==> src/rtl/cpu_types_pkg.sv <==
// Shared types for the five-stage MIPS datapath: register-field width and
// the hazard unit's FSM state encoding.
package cpu_types_pkg;

  localparam int REG_W = 5;

  typedef logic [REG_W-1:0] regbits_t;

  typedef enum logic [1:0] {
    RUN   = 2'd0,
    DDONE = 2'd1,
    HALT  = 2'd2
  } hazard_state_t;

endpackage

==> src/rtl/sat_counter32.sv <==
// 32-bit event counter that sticks at all-ones instead of wrapping.
// Cleared asynchronously by the active-low i_clr_n.
module sat_counter32 (
  input  logic        i_clk,
  input  logic        i_clr_n,
  input  logic        i_inc,
  output logic [31:0] o_count
);

  logic [31:0] r_count;
  logic        w_full;

  assign w_full  = (r_count == 32'hFFFF_FFFF);
  assign o_count = r_count;

  always_ff @(posedge i_clk or negedge i_clr_n) begin
    if (!i_clr_n) begin
      r_count <= 32'd0;
    end else if (i_inc && !w_full) begin
      r_count <= r_count + 32'd1;
    end
  end

endmodule

==> src/rtl/hazard_unit.sv <==
// Pipeline latch enable/flush generation for the five-stage MIPS core.
// Optional stall/flush performance counters are built with HAZARD_PERF_EN.
module hazard_unit
  import cpu_types_pkg::*;
(
  input  logic     CLK,
  input  logic     nRST,
  input  logic     ihit,
  input  logic     dhit,
  input  logic     dmemREN_MEM,
  input  logic     dmemWEN_MEM,
  input  logic     branch_MEM,
  input  logic     bne_MEM,
  input  logic     zero_MEM,
  input  logic     jump_MEM,
  input  logic     memtoReg_EX,
  input  logic     RegWr_EX,
  input  regbits_t wsel_EX,
  input  regbits_t rs_ID,
  input  regbits_t rt_ID,
  input  logic     halt_WB,
  output logic     pc_en,
  output logic     redirect,
  output logic     ifid_en,
  output logic     idex_en,
  output logic     exmem_en,
  output logic     memwb_en,
  output logic     ifid_flush,
  output logic     idex_flush,
  output logic     exmem_flush,
  output logic     dmem_mask,
  output logic     halt
`ifdef HAZARD_PERF_EN
  ,
  output logic [31:0] stall_cnt,
  output logic [31:0] flush_cnt
`endif
);

  hazard_state_t r_state;
  hazard_state_t w_next;

  logic w_dreq;
  logic w_mem_ok;
  logic w_advance;
  logic w_taken;
  logic w_lu;

  // DDONE means the data access already completed; fetch is the only holdout,
  // so the MEM request is masked and treated as satisfied.
  assign dmem_mask = (r_state == DDONE);
  assign halt      = (r_state == HALT);

  assign w_dreq    = (dmemREN_MEM | dmemWEN_MEM) & ~dmem_mask;
  assign w_mem_ok  = ~w_dreq | dhit | (r_state == DDONE);
  assign w_advance = ihit & w_mem_ok & (r_state != HALT);
  assign w_taken   = jump_MEM | (branch_MEM & (zero_MEM ^ bne_MEM));
  assign w_lu      = memtoReg_EX & RegWr_EX & (wsel_EX != '0) &
                     ((wsel_EX == rs_ID) | (wsel_EX == rt_ID));

  always_ff @(posedge CLK or negedge nRST) begin
    if (!nRST) begin
      r_state <= RUN;
    end else begin
      r_state <= w_next;
    end
  end

  always_comb begin
    w_next = r_state;
    case (r_state)
      RUN: begin
        if (halt_WB) begin
          w_next = HALT;
        end else if ((dmemREN_MEM | dmemWEN_MEM) & dhit & ~ihit) begin
          w_next = DDONE;
        end
      end
      DDONE: begin
        if (halt_WB) begin
          w_next = HALT;
        end else if (ihit) begin
          w_next = RUN;
        end
      end
      HALT:    w_next = HALT;
      default: w_next = RUN;
    endcase
  end

  always_comb begin
    pc_en       = 1'b0;
    redirect    = 1'b0;
    ifid_en     = 1'b0;
    idex_en     = 1'b0;
    exmem_en    = 1'b0;
    memwb_en    = 1'b0;
    ifid_flush  = 1'b0;
    idex_flush  = 1'b0;
    exmem_flush = 1'b0;
    if (w_advance) begin
      if (w_taken) begin
        // The load-use victim sits in a squashed slot, so the redirect wins.
        pc_en       = 1'b1;
        redirect    = 1'b1;
        ifid_en     = 1'b1;
        idex_en     = 1'b1;
        exmem_en    = 1'b1;
        memwb_en    = 1'b1;
        ifid_flush  = 1'b1;
        idex_flush  = 1'b1;
        exmem_flush = 1'b1;
      end else if (w_lu) begin
        idex_en     = 1'b1;
        idex_flush  = 1'b1;
        exmem_en    = 1'b1;
        memwb_en    = 1'b1;
      end else begin
        pc_en       = 1'b1;
        ifid_en     = 1'b1;
        idex_en     = 1'b1;
        exmem_en    = 1'b1;
        memwb_en    = 1'b1;
      end
    end
  end

`ifdef HAZARD_PERF_EN
  logic w_stall_inc;
  logic w_flush_inc;

  assign w_stall_inc = (r_state != HALT) & (~w_advance | w_lu);
  assign w_flush_inc = w_advance & w_taken;

  sat_counter32 u_stall_cnt (
    .i_clk   (CLK),
    .i_clr_n (nRST),
    .i_inc   (w_stall_inc),
    .o_count (stall_cnt)
  );

  sat_counter32 u_flush_cnt (
    .i_clk   (CLK),
    .i_clr_n (nRST),
    .i_inc   (w_flush_inc),
    .o_count (flush_cnt)
  );
`endif

endmodule

==> config.mk <==
export PLATFORM = sky130hd
export DESIGN_NAME = hazard_unit
export DESIGN_NICKNAME = d
export VERILOG_FILES = /design/src/rtl/cpu_types_pkg.sv /design/src/rtl/sat_counter32.sv /design/src/rtl/hazard_unit.sv
export SDC_FILE = /design/constraint.sdc
export NUM_CORES = 1
export LEC_CHECK = 0
export BUFFER_PORTS_ARGS = -buffer_cell sky130_fd_sc_hd__buf_2
export CORE_AREA = 2 2 39 41
export DETAILED_ROUTE_END_ITERATION = 16
export DIE_AREA = 0 0 41 43
export PLACE_DENSITY = 0.69
export SETUP_SLACK_MARGIN = 0.05
export SYNTH_ARGS = -nofsm -noshare
export SYNTH_HDL_FRONTEND = slang
export SYNTH_SLANG_ARGS = --single-unit
==> constraint.sdc <==
create_clock -name CLK -period 1.6 [get_ports CLK]
set_clock_uncertainty 0.2 [all_clocks]
set_input_delay 0 -clock CLK [delete_from_list [all_inputs] [get_ports CLK]]
set_output_delay 0 -clock CLK [all_outputs]
set_load 0.1 [all_outputs]
==> results of run 1 <==
-- layout make-up --
| type | count | area [µm²] |
|---|---|---|
| inverter | 3 | 15.0 |
| timing repair buffer | 51 | 445 |
| sequential | 2 | 50.0 |
| fill | 120 | 578 |
| multi-input combinational | 32 | 253 |
| clock buffer | 3 | 22.5 |
| tap | 16 | 20.0 |
-- logic make-up after synthesis --
family,Yosys count
DFF,2
and+or+nand+nor,11
buffers and inverters,8
AOI/OAI and AO/OA,9
xor gates and xnor gates,11
adders and majority gates,1
-- per-layer routing --
layer	share of wire (%)	up-vias	wire length (µm)	GRT usage [%]
li1	-	238	-	-
met4	1.7	0	19	15.3
met2	61	20	690	27.8
met5	0	-	0	0
met3	6.8	2	77	3.14
met1	31	214	349	15.1
-- layout by cell type (no fill, tap or decap), drive strengths merged --
| cell type | Yosys | final |
|---|---|---|
| buf | 5 | 42 |
| a2111oi | 1 | 1 |
| nand2 | 2 | 2 |
| o21bai | 1 | 1 |
| inv | 3 | 2 |
| dfrtp | 2 | 2 |
| o22ai | 1 | 1 |
| xor2 | 11 | 11 |
| a21o | 1 | 1 |
| clkinvlp | 0 | 1 |
| nand3 | 1 | 1 |
| a22oi | 1 | 1 |
| o21ai | 1 | 1 |
| or3 | 1 | 1 |
| o311a | 1 | 1 |
| clkbuf | 0 | 5 |
| maj3 | 1 | 1 |
| dlygate4sd3 | 0 | 7 |
| nor3 | 2 | 2 |
| a21oi | 1 | 1 |
| o21ba | 1 | 1 |
| nor2 | 5 | 5 |
-- power by group through the flow --
stage	clock network [mW]	registers, mW	logic, mW
final	0.114	0.0709	0.700
after CTS	0.122	0.0707	0.672
after global placement	0	0.0722	0.620
after detailed placement	0	0.0740	0.622
after floorplan	0	0.0718	0.486
after global routing	0.121	0.0718	0.728
-- critical path, delay by kind of cell (launching register included) --
kind,cells,cell delay [ns]
buffers and inverters,2,0.37
DFF,1,0.37
and+or+nand+nor,1,0.11
adders and majority gates,1,0.34
-- stage by stage --
stage	setup WS [ns]	utilization, %	cells
after global routing	-0.0767	58.2	107
after CTS	-0.0595	56.8	105
after floorplan	-0.273	-	42
after global placement	0.164	48.5	92
after detailed placement	0.146	48.5	92
final	-0.0313	58.2	107
-- worst min-delay path by stage --
stage          slack [ns]         end  depth (start not counted)     start
3_5_place_dp        -0.41  r_state[0]                          1      nRST
2_1_floorplan       -0.50  r_state[0]                          0      nRST
6_report             0.32       pc_en                          5  jump_MEM
4_1_cts              0.28  r_state[0]                          3   halt_WB
3_3_place_gp        -0.41  r_state[1]                          1      nRST
5_1_grt              0.35       pc_en                          5  jump_MEM
-- timing repair --
item,in CTS,in global routing
hold endpoints to repair,4,0
setup endpoints to repair,9,9
hold buffers,7,0
buffers inserted,3,2
gates resized for setup,0,2
pin swaps,3,2
==> results.tsv, run 1 <==
metric	value	unit
internal_power	0.405	mW
synth-seq-area-share	15.6	%
synth_most_common_cell	xor2_1	
comb_power_share	79.1	%
rows	14	
yosysTopAreaCellShare	30.1	%
violations	setup timing	
vias_per_cell	4.43	
synth_edf_count	0	
die_area	0.00176	mm²
setup_tns	-0.112	ns
io_pins	39	
synth_cell_types	19	
yosys.area.top_type	xor2_1	
cp_cell_sequence	maj3_2 -> nand2_4 -> clkinvlp_4 -> buf_12	
crit_arrival	1.43	ns
synthTopCellsByCount	xor2_1, buf_4, nor2_1	
synth_nets	70	
synth_compound_area_share	21.1	%
hold-worst-slack	0.322	ns
powerDensity	1100	mW/mm²
endpoint	exmem_en	
final-hold-violation-count	0	
tightestPinTransition	0.352	ns
antenna_cells	0	
yosys-top-cells-area	xor2_1, dfrtp_1, buf_4	
grt_max_degree	5	
synthSimpleGateAreaFrac	14.8	%
cts_root_buffer	clkbuf_4	
drtIter0Drc	1	
async_flop_share	100	%
pwr-share-clk	12.9	%
path_class	register to primary output	
drive_gt1_share	60.4	%
cp_max_fo	4	
power	0.885	mW
p_leak	0.387	nW
post-route-cell-area	806	µm²
avgSynthCellArea	7.63	µm²
clock_latency	0.23	ns
switching_power	0.480	mW
p_sw_share	54.3	%
htreeDepth	1	
ff2ff_setup_slack	0.28	ns
drc	0	
reg2reg_to	r_state[0]	
period_share	102	%
timing.final.ws_setup	-0.0313	ns
top_register	r_state	
die-height	43	µm
synth_top_family_by_area	XOR/XNOR gates	
grt-ovfl-total	0	
hpwl	812	µm
drt_wl_total	1140	µm
seqPwrFrac	8.0	%
max_freq	0.613	GHz
antenna_found_initial	0	
start_util	23.1	%
via_count	474	
top_regs	r_state: 2 flops	
ant_nets	0	
place_area	671	µm²
grt_pass1_vias	494	
r2r_cells	3	
cts_buffers	3	
portBuffers	38	
synthAdderAreaFrac	3.13	%
regToRegStartpoint	r_state[1]	
slew_headroom	75.9	%
ys_warn_count	0	
gp_congestion	0.699	
wl_per_cell	10.6	µm
cts_tree	yes	
synth_area	320	µm²
outcome	complete, but fails checks	
grt.total_usage	16.6	%
synthFlopType	dfrtp_1	
crit_path_max_incr_delay	0.37	ns
end_kind	primary output	
synthMuxAreaShare	0	%
synth_xor_area_share	30.1	%
largest_reg_flops	2	
maxCapViolations	0	
cts_buffer_depth	2	
grt_pass1_wl	1880	µm
start_kind	register	
placeableCoreArea	0.00138	mm²
rsz0062_at_grt	true	
drv_slew	0	
critPathRequiredTime	1.40	ns
synth-seq-cells	2	
hold_class	input pin to primary output	
peakVddDrop	777	µV
clock_sinks	2	
fin_nets	121	
finalCriticalPeriod	1.63	ns
critPathSlowestCell	dfrtp_1	
drt_first_pass_iters	2	
setup_viol	5	
areaGrowthSynthToFinish	152	%
fp.dieW	41	µm
syn_inst	42	
crit_start	r_state[0]	
clk_pin_slew	0.03	ns
(Power assumes the default switching activity.)
==> run 2: changes to the inputs <==
--- a/config.mk
+++ b/config.mk
@@ -5,11 +5,12 @@
 export SDC_FILE = /design/constraint.sdc
 export NUM_CORES = 1
 export LEC_CHECK = 0
+export ABC_AREA = 1
 export BUFFER_PORTS_ARGS = -buffer_cell sky130_fd_sc_hd__buf_2
 export CORE_AREA = 2 2 39 41
 export DETAILED_ROUTE_END_ITERATION = 16
 export DIE_AREA = 0 0 41 43
-export PLACE_DENSITY = 0.69
+export PLACE_DENSITY = 0.77
 export SETUP_SLACK_MARGIN = 0.05
 export SYNTH_ARGS = -nofsm -noshare
 export SYNTH_HDL_FRONTEND = slang
==> run 2 against run 1 <==
  * The run still ends with setup timing left
  * Final area rose by 18%
  * Clock power barely moved
  * Setup slack got worse by 0.12 ns
  * Register-to-register slack improved by 0.25 ns
  * Cell count rose by 37%
  * Die area did not move
  * Non-clock buffer count fell by 2
  * First-iteration DRC count rose to 3.0 times the previous value
  * Critical path type unchanged
  * Synthesized area rose by 30%
  * Clock-buffer cell count did not move
  * Via count rose by 30%
  * Utilization rose by 10 points
==> results.tsv, run 2 <==
metric	value	unit	change
yosys.area.top_type	nand2_1		
synth-seq-cells	2		unchanged
peakVddDrop	384	µV	-51%
die-height	43	µm	unchanged
syn_inst	84		+100%
vias_per_cell	4.20		-5.1%
synth_most_common_cell	nand2_1		
hold-worst-slack	0.0534	ns	-0.269 ns
antenna_cells	0		unchanged
dp_cells	136		+48%
cts_root_buffer	clkbuf_4		
max_freq	0.572	GHz	-6.7%
rsz0062_at_grt	true		
grt_pass1_wl	2060	µm	+9.6%
start_kind	register		
largest_reg_flops	2		unchanged
tightestPinTransition	0.304	ns	-0.0475 ns
areaGrowthSynthToFinish	127	%	
endpoint	ifid_flush		
drt_first_pass_iters	4		+2
timing.final.ws_setup	-0.149	ns	-0.118 ns
drtIter0Drc	3		+2
hold_class	input pin to register		
fp.dieW	41	µm	unchanged
drv_slew	0		unchanged
synth-seq-area-share	12.0	%	-3.6 points
period_share	109	%	+7.3 points
clock_latency	0.23	ns	about the same
fin_nets	161		+33%
p_leak	0.546	nW	+41%
critPathSlowestCell	dfrtp_1		
drive_gt1_share	48.9	%	-12 points
htreeDepth	1		unchanged
end_kind	primary output		
ant_nets	0		unchanged
maxCapViolations	0		unchanged
grt-ovfl-total	0		unchanged
top_usage_layer	met2		
antenna_found_initial	0		unchanged
slew_headroom	79.8	%	+3.9 points
met2_usage	30.6	%	+2.8 points
setup_viol	9		+4
hpwl	1050	µm	+29%
cts_buffer_depth	2		unchanged
wl_per_cell	9.03	µm	-15%
yosysTopAreaCellShare	28.8	%	-1.2 points
crit_path_max_incr_delay	0.37	ns	about the same
violations	setup timing		
die_area	0.00176	mm²	unchanged
synth_edf_count	0		unchanged
mostFrequentLayoutCells	nand2_1, buf_2, inv_1, buf_12, nor2_1		
ff2ff_setup_slack	0.53	ns	+0.25 ns
synthTopCellsByCount	nand2_1, inv_1, nor2_1		
drt_wl_total	1330	µm	+17%
gp_congestion	0.667		-4.5%
crit_start	r_state[1]		
setup_tns	-1.19	ns	-1.08 ns
drc	0		unchanged
yosys-top-cells-area	nand2_1, inv_1, dfrtp_1		
grt_max_degree	5		unchanged
placeableCoreArea	0.00138	mm²	unchanged
ys_warn_count	0		unchanged
portBuffers	38		unchanged
cp_max_fo	3		-1
avgSynthCellArea	4.96	µm²	-35%
via_count	618		+30%
cts_tree	yes		
top_register	r_state		
regToRegStartpoint	r_state[0]		
powerDensity	284	mW/mm²	-74%
grt.total_usage	17.4	%	+0.80 points
start_util	30.1	%	+7.0 points
synth_nets	112		+60%
grt_pass1_vias	534		+8.1%
io_pins	39		unchanged
r2r_cells	4		+1
use_met1	17.0	%	+1.9 points
clk_pin_slew	0.04	ns	about the same
outcome	complete, but fails checks		
met3_usage	5.24	%	+2.1 points
finalCriticalPeriod	1.75	ns	+0.118 ns
crit_arrival	1.55	ns	+0.12 ns
critPathRequiredTime	1.40	ns	about the same
instances_no_fill	147		+37%
cts_buffers	3		unchanged
top_regs	r_state: 2 flops		
cp_cell_sequence	inv_2 -> nand2_4 -> inv_6 -> nor2_4 -> nand2_2 -> nand3_4 -> a21oi_4 -> buf_6 -> buf_12		
path_class	register to primary output		
async_flop_share	100	%	unchanged
synth_area	417	µm²	+30%
clock_sinks	2		unchanged
rows	14		unchanged
synthFlopType	dfrtp_1		
reg2reg_to	r_state[1]		
final-hold-violation-count	0		unchanged
synth_cell_types	15		-4
[run 2: changes by cell type after synthesis, sizes merged, moves of 2 or more]
cell / before / now
inv: 3 / 22
nand2: 2 / 32
nand3: 1 / 7
nor2: 5 / 8
or2: 0 / 2
xnor2: 0 / 2
xor2: 11 / 0
[run 2: cell families (layout without fill, tap and decap cells)]
group | count (synthesis) | after routing | share of synthesized area (%)
and+or+nand+nor | 50 | 50 | 49.9
xor gates and xnor gates | 2 | 2 | 4.20
buffers and inverters | 27 | 74 | 28.8
AOI/OAI and AO/OA | 3 | 3 | 5.11
DFF | 2 | 2 | 12.0
[run 2: through the flow]
stage | area, µm² | util (%) | power (mW) | setup slack (ns)
after global placement | 802 | 58.0 | 0.137 | 0.0825
after global routing | 947 | 68.4 | 0.304 | -0.238
after detailed placement | 802 | 58.0 | 0.140 | 0.0449
after CTS | 906 | 65.5 | 0.271 | -0.165
final | 947 | 68.4 | 0.269 | -0.149
after floorplan | 484 | - | 0.0940 | -0.799
[run 2: worst min path at each step]
| stage | from | endpoint | slack [ns] | depth (start not counted) |
|---|---|---|---|---|
| detailed placement | nRST | r_state[1] | -0.41 | 1 |
| global route | dmemREN_MEM | r_state[0] | 0.08 | 4 |
| floorplan | nRST | r_state[0] | -0.50 | 0 |
| finish | dmemREN_MEM | r_state[0] | 0.05 | 4 |
| global placement | nRST | r_state[0] | -0.42 | 1 |
| CTS | dmemREN_MEM | r_state[0] | 0.02 | 4 |
[run 2: routing by layer]
metal	wire length (µm)	vias to the layer above
li1	-	332
met1	422	263
met2	799	23
met3	105	0
met4	0	0
met5	0	-
[run 2: area by class of cell]
| cell class | count | area [µm²] |
|---|---|---|
| Clock buffer | 3 | 22.5 |
| Tap cell | 16 | 20.0 |
| Sequential cell | 2 | 51.3 |
| Multi-Input combinational cell | 55 | 323 |
| Timing Repair Buffer | 49 | 437 |
| Inverter | 22 | 93.8 |
| Fill cell | 118 | 437 |
[run 2: critical path, delay by kind of cell, from the launching register on]
kind	cells	cell delay [ns]
and+or+nand+nor	4	0.28
buffers and inverters	4	0.50
DFF	1	0.37
AOI/OAI and AO/OA	1	0.17
[run 2: power by group]
part / switching (mW) / internal [mW] / total, mW
clock: 0.0325 / 0.0831 / 0.116
combinational: 0.0490 / 0.0534 / 0.102
sequential: 0 / 0.0509 / 0.0509
[run 2: repair_timing]
item / CTS / global route
pin swaps: 3 / 6
buffers inserted: 1 / 2
gates resized for setup: 7 / 7
hold buffers: 5 / 0
setup endpoints to repair: 9 / 10
endpoints found under the hold margin: 4 / 0
